## config.mk

```make
export PLATFORM = sky130hd
export DESIGN_NAME = reg_file_param
export DESIGN_NICKNAME = d
export VERILOG_FILES = /design/src/rtl/reg_file_param.sv
export SDC_FILE = /design/constraint.sdc
export NUM_CORES = 2
export LEC_CHECK = 0
export CORE_UTILIZATION = 50
export CTS_CLUSTER_SIZE = 25
export DETAILED_ROUTE_END_ITERATION = 12
export GPL_ROUTABILITY_DRIVEN = 0
export GPL_TIMING_DRIVEN = 0
export PLACE_DENSITY = 0.69
export SETUP_SLACK_MARGIN = 0.5
export SYNTH_ARGS = -nofsm -noshare
export SYNTH_HDL_FRONTEND = slang
export SYNTH_SLANG_ARGS = --single-unit
```

## constraint.sdc

```tcl
create_clock -name clk -period 49.1 [get_ports clk]
set_clock_uncertainty 0.15 [all_clocks]
set_input_delay 9.82 -clock clk [delete_from_list [all_inputs] [get_ports clk]]
set_output_delay 9.82 -clock clk [all_outputs]
set_load 0.02 [all_outputs]
```

## src/rtl/reg_file_param.sv

```systemverilog
// rtl/reg_file_param.sv - parametrised register file: one decoded write port, two registered read ports
// Optional same-edge write forwarding is enabled by defining REGFILE_WRITE_BYPASS_EN.
module reg_file_param #(
  parameter int WIDTH    = 32,
  parameter int DEPTH    = 32,
  parameter int ZERO_REG = 1,
  localparam int AW      = $clog2(DEPTH)
) (
  input  logic             clk,
  input  logic             reset,
  input  logic             read,
  input  logic             write,
  input  logic [AW-1:0]    addr_r1,
  input  logic [AW-1:0]    addr_r2,
  input  logic [AW-1:0]    addr_w,
  input  logic [WIDTH-1:0] data_w,
  output logic [WIDTH-1:0] data_r1,
  output logic [WIDTH-1:0] data_r2
);

  logic [WIDTH-1:0] mem [DEPTH];
  logic [DEPTH-1:0] we;
  logic [WIDTH-1:0] rd1, rd2;

  // An address is live when it maps to real storage and is not the hardwired zero register.
  function automatic logic addr_ok(input logic [AW-1:0] a);
    return (int'(a) < DEPTH) && !((ZERO_REG != 0) && (a == '0));
  endfunction

  always_comb begin
    we = '0;
    for (int i = 0; i < DEPTH; i++) begin
      we[i] = write && (int'(addr_w) == i) && addr_ok(addr_w);
    end
  end

  always_ff @(posedge clk or posedge reset) begin
    if (reset) begin
      for (int i = 0; i < DEPTH; i++) mem[i] <= '0;
    end else begin
      for (int i = 0; i < DEPTH; i++) begin
        if (we[i]) mem[i] <= data_w;
      end
    end
  end

  always_comb begin
    rd1 = '0;
    rd2 = '0;
    if (addr_ok(addr_r1)) rd1 = mem[addr_r1];
    if (addr_ok(addr_r2)) rd2 = mem[addr_r2];
`ifdef REGFILE_WRITE_BYPASS_EN
    // A dead write address never forwards, so such a port keeps returning zero.
    if (write && addr_ok(addr_w) && (addr_r1 == addr_w)) rd1 = data_w;
    if (write && addr_ok(addr_w) && (addr_r2 == addr_w)) rd2 = data_w;
`endif
  end

  always_ff @(posedge clk or posedge reset) begin
    if (reset) begin
      data_r1 <= '0;
      data_r2 <= '0;
    end else if (read) begin
      data_r1 <= rd1;
      data_r2 <= rd2;
    end
  end

endmodule

```

==> out/results.tsv <==
stage	metric	value	unit
outcome	status	complete, but fails checks	
outcome	failed_checks	max-capacitance violations, max-slew violations	
hold_path	min_from	mem[1012]$_DFFE_PP0P_	
drt	drc	0	
pwr	power.density	42.4	nW/um2
drt	drtIter0Drc	5985	
clock_tree	clk_pin_slew	0.06	ns
setup_path	cp_cell_sequence	clkdlybuf4s50_1 > buf_2 > clkbuf_1 > clkbuf_1 > nand3_1 > o311ai_0 > nand3_1	
timing	rsz0062_at_grt	no	
final_layout	final_area	64500	um2
logic_synthesis	synthCells	3878	
setup_path	cp-start-kind	primary input	
drt	ant_nets	0	
logic_synthesis	synth_top_family_by_area	multiplexers	
setup_path	cp.required	49.56	ns
logic_synthesis	synth_seq_cells	1088	
logic_synthesis	synth_mux_area_share	42.1	%
setup_path	end_kind	flip-flop	
logic_synthesis	syn_area_per_cell	14.7	um2
global_route	track_usage	41.5	%
floorplanning	dieHeight	340	um
logic_synthesis	synthAdderAreaFrac	0	%
pwr	p_leak	28.1	nW
pwr	ir_drop	0.0000312	V
drt	finalWirelength	239000	um
hold_path	hold_path.class	flip-flop to flip-flop	
logic_synthesis	synth-xor-area-share	0	%
logic_synthesis	async_flop_share	100	%
drt	post_drt_wl_per_cell	41.7	um
setup_path	path_buf_inv	4	
setup_path	r2r_cells	4	
floorplanning	die_area	115000	um2
clock_tree	cts_setup_buffers	0	
clock_tree	cts_root_buf	clkbuf_16	
timing	whs	0.330	ns
hold_path	hold_end	mem[1012]$_DFFE_PP0P_	
global_route	grt_start_max_net_pins	130	
floorplanning	start_util	50.6	%
floorplanning	ioPinCount	115	
timing	worst-slew-pin-transition	1.68	ns
floorplanning	fp.coreArea	113000	um2
setup_path	critical_path_arrival	14.22	ns
clock_tree	clk_path_buf_depth	3	
global_route	grt_pass1_wl	327000	um
clock_tree	ctsResizeCount	0	
timing	min_period	13.76	ns
timing	relSlewSlack	-12.3	%
drt	firstDrtPassIters	13	
final_layout	area_delta_synth_final	13.1	%
floorplanning	die_w	340	um
setup_path	cp.depth	7	
timing	max_freq	72.7	MHz
logic_synthesis	ys.flop_type	dfrtp_1	
clock_tree	cts_sinks	1088	
floorplanning	rows	123	
drt	vias	41400	
timing	finalSetupViolCount	0	
hold_path	min_path_cells	1	
clock_tree	insertion_delay	0.76	ns
drt	viasPerCell	7.22	
setup_path	rrSetupSlack	46.80	ns
logic_synthesis	synth_edf_count	0	
flow_run	drv_cap	16	
clock_tree	cts_tree	built	
setup_path	worstSetupPathType	primary input to flip-flop	
clock_tree	cts_inserted_buffers	118	
global_route	grt_pass1_vias	40500	
logic_synthesis	syn-cell-area	57000	um2
logic_synthesis	synth_cell_type_count	55	
clock_tree	htree_levels	3	
final_layout	finalNetCount	4171	
logic_synthesis	synthSimpleGateAreaFrac	1.90	%
logic_synthesis	ys_warn_count	0	
timing	slew_violations	154	
final_layout	fin_util	57.2	%
placement	dpl_cell_area	60300	um2
setup_path	path_delay_family	buffers and inverters	
pwr	total_power	2.73	mW
logic_synthesis	syn-num-nets	3929	
setup_path	crit_path_max_fanout	11	
clock_tree	hold_buffers	0	
setup_path	regToRegStartpoint	mem[2]$_DFFE_PP0P_	
logic_synthesis	synth-compound-area-share	4.43	%
setup_path	critPathSlowestCell	clkbuf_1	
timing	timing.final.crit_share	28.0	%
placement	port-buffer-count	109	
global_route	antenna_found_initial	19	
global_route	grt-ovfl-total	0	
timing	finalHoldViolCount	0	
setup_path	rr_endpoint	data_r2[2]$_DFFE_PP0P_	
final_layout	drive_gt1_share	43.7	%
logic_synthesis	synth.yosys.seq_area_share	47.8	%
placement	hpwlAfterDp	154000	um
setup_path	cp_slowest_stage_delay	1.17	ns
## report_power, final
| part | total (mW) | switching [mW] | internal (mW) | leakage (nW) |
|---|---|---|---|---|
| Combinational | 0.570 | 0.257 | 0.312 | 12.1 |
| Sequential | 1.20 | 0.136 | 1.07 | 13.9 |
| Clock | 0.962 | 0.393 | 0.569 | 2.03 |
## kinds of logic (layout without fill, tap and decap cells)
| logic type | after synthesis | count (layout) |
|---|---|---|
| multiplexers | 1753 | 1753 |
| AO/OA/AOI/OAI | 362 | 362 |
| other | 0 | 11 |
| flip-flops | 1088 | 1088 |
| AND/OR/NAND/NOR | 236 | 236 |
| buffers and inverters | 439 | 779 |
## state kept, by name, summed over array words and instances, names as in the netlist
signal   count
data_r1     32
mem       1024
data_r2     32
## worst max-delay path by stage
stage	start	slack, ns	endpoint
finish	addr_r2[2]	35.34	data_r2[16]$_DFFE_PP0P_
detailed placement	addr_r2[2]	34.91	data_r2[1]$_DFFE_PP0P_
floorplan	reset	8.50	data_r1[0]$_DFFE_PP0P_
global route	addr_r2[2]	35.57	data_r2[16]$_DFFE_PP0P_
CTS	addr_r2[3]	35.66	data_r2[2]$_DFFE_PP0P_
global placement	reset	-4.78	mem[332]$_DFFE_PP0P_
## worst reg2reg max path, stage by stage, from the launching register on
cell	delay [ns]
dfrtp_1	0.40
mux4_2	0.49
mux2_2	0.28
a221oi_1	0.74
nor3_1	0.09
## through the flow
stage / std cells / setup TNS, ns / setup slack, ns
floorplan: 3878 / 0 / 8.50
global placement: 5487 / -4995.00 / -4.78
detailed placement: 5499 / 0 / 34.91
CTS: 5717 / 0 / 35.66
global route: 5721 / 0 / 35.57
finish: 5729 / 0 / 35.34
## synthesized netlist by cell type (17+ instances only)
cell | instances | share of area [%]
o21ai_0 | 46 | 0.40
mux2i_1 | 300 | 5.3
a21oi_1 | 69 | 0.61
clkbuf_1 | 220 | 1.4
a22oi_1 | 19 | 0.25
nor2_1 | 76 | 0.50
nand2_1 | 66 | 0.43
a221oi_1 | 37 | 0.57
mux2_2 | 1034 | 20
nor3_1 | 31 | 0.27
dfrtp_1 | 1088 | 48
buf_4 | 41 | 0.54
buf_2 | 98 | 0.86
a2111oi_0 | 32 | 0.49
buf_1 | 52 | 0.34
o22ai_1 | 72 | 0.79
a211o_1 | 31 | 0.48
buf_6 | 17 | 0.34
mux4_2 | 411 | 16
## layout make-up
| type | instances | area [um2] |
|---|---|---|
| antenna | 11 | 27.5 |
| buffer | 434 | 2130 |
| clock buffer | 173 | 3450 |
| clock inverter | 45 | 666 |
| fill | 9020 | 48200 |
| inverter | 5 | 26.3 |
| multi-input combinational | 2351 | 27600 |
| sequential | 1088 | 27200 |
| tap | 1500 | 1880 |
| timing repair buffer | 122 | 1410 |
## placed cells by master (no fill, tap or decap), types with 66 or more instances in the layout
master / synthesis / layout
mux2_2: 1034 / 1034
nand2_1: 66 / 66
dfrtp_1: 1088 / 1088
nor2_1: 76 / 76
clkdlybuf4s50_1: 0 / 109
a21oi_1: 69 / 68
mux4_2: 411 / 411
o22ai_1: 72 / 72
buf_2: 98 / 102
clkbuf_1: 220 / 236
clkbuf_16: 0 / 121
mux2i_1: 300 / 300
## metal layers
layer / vias up / share of wire [%] / track usage [%]
met2: 3264 / 40 / 56.2
li1: 15400 / - / -
met5: - / 0.25 / 2.53
met3: 976 / 15 / 20.9
met1: 21700 / 35 / 51.5
met4: 37 / 8.7 / 28.3
Power figures use the tool's default switching activity.
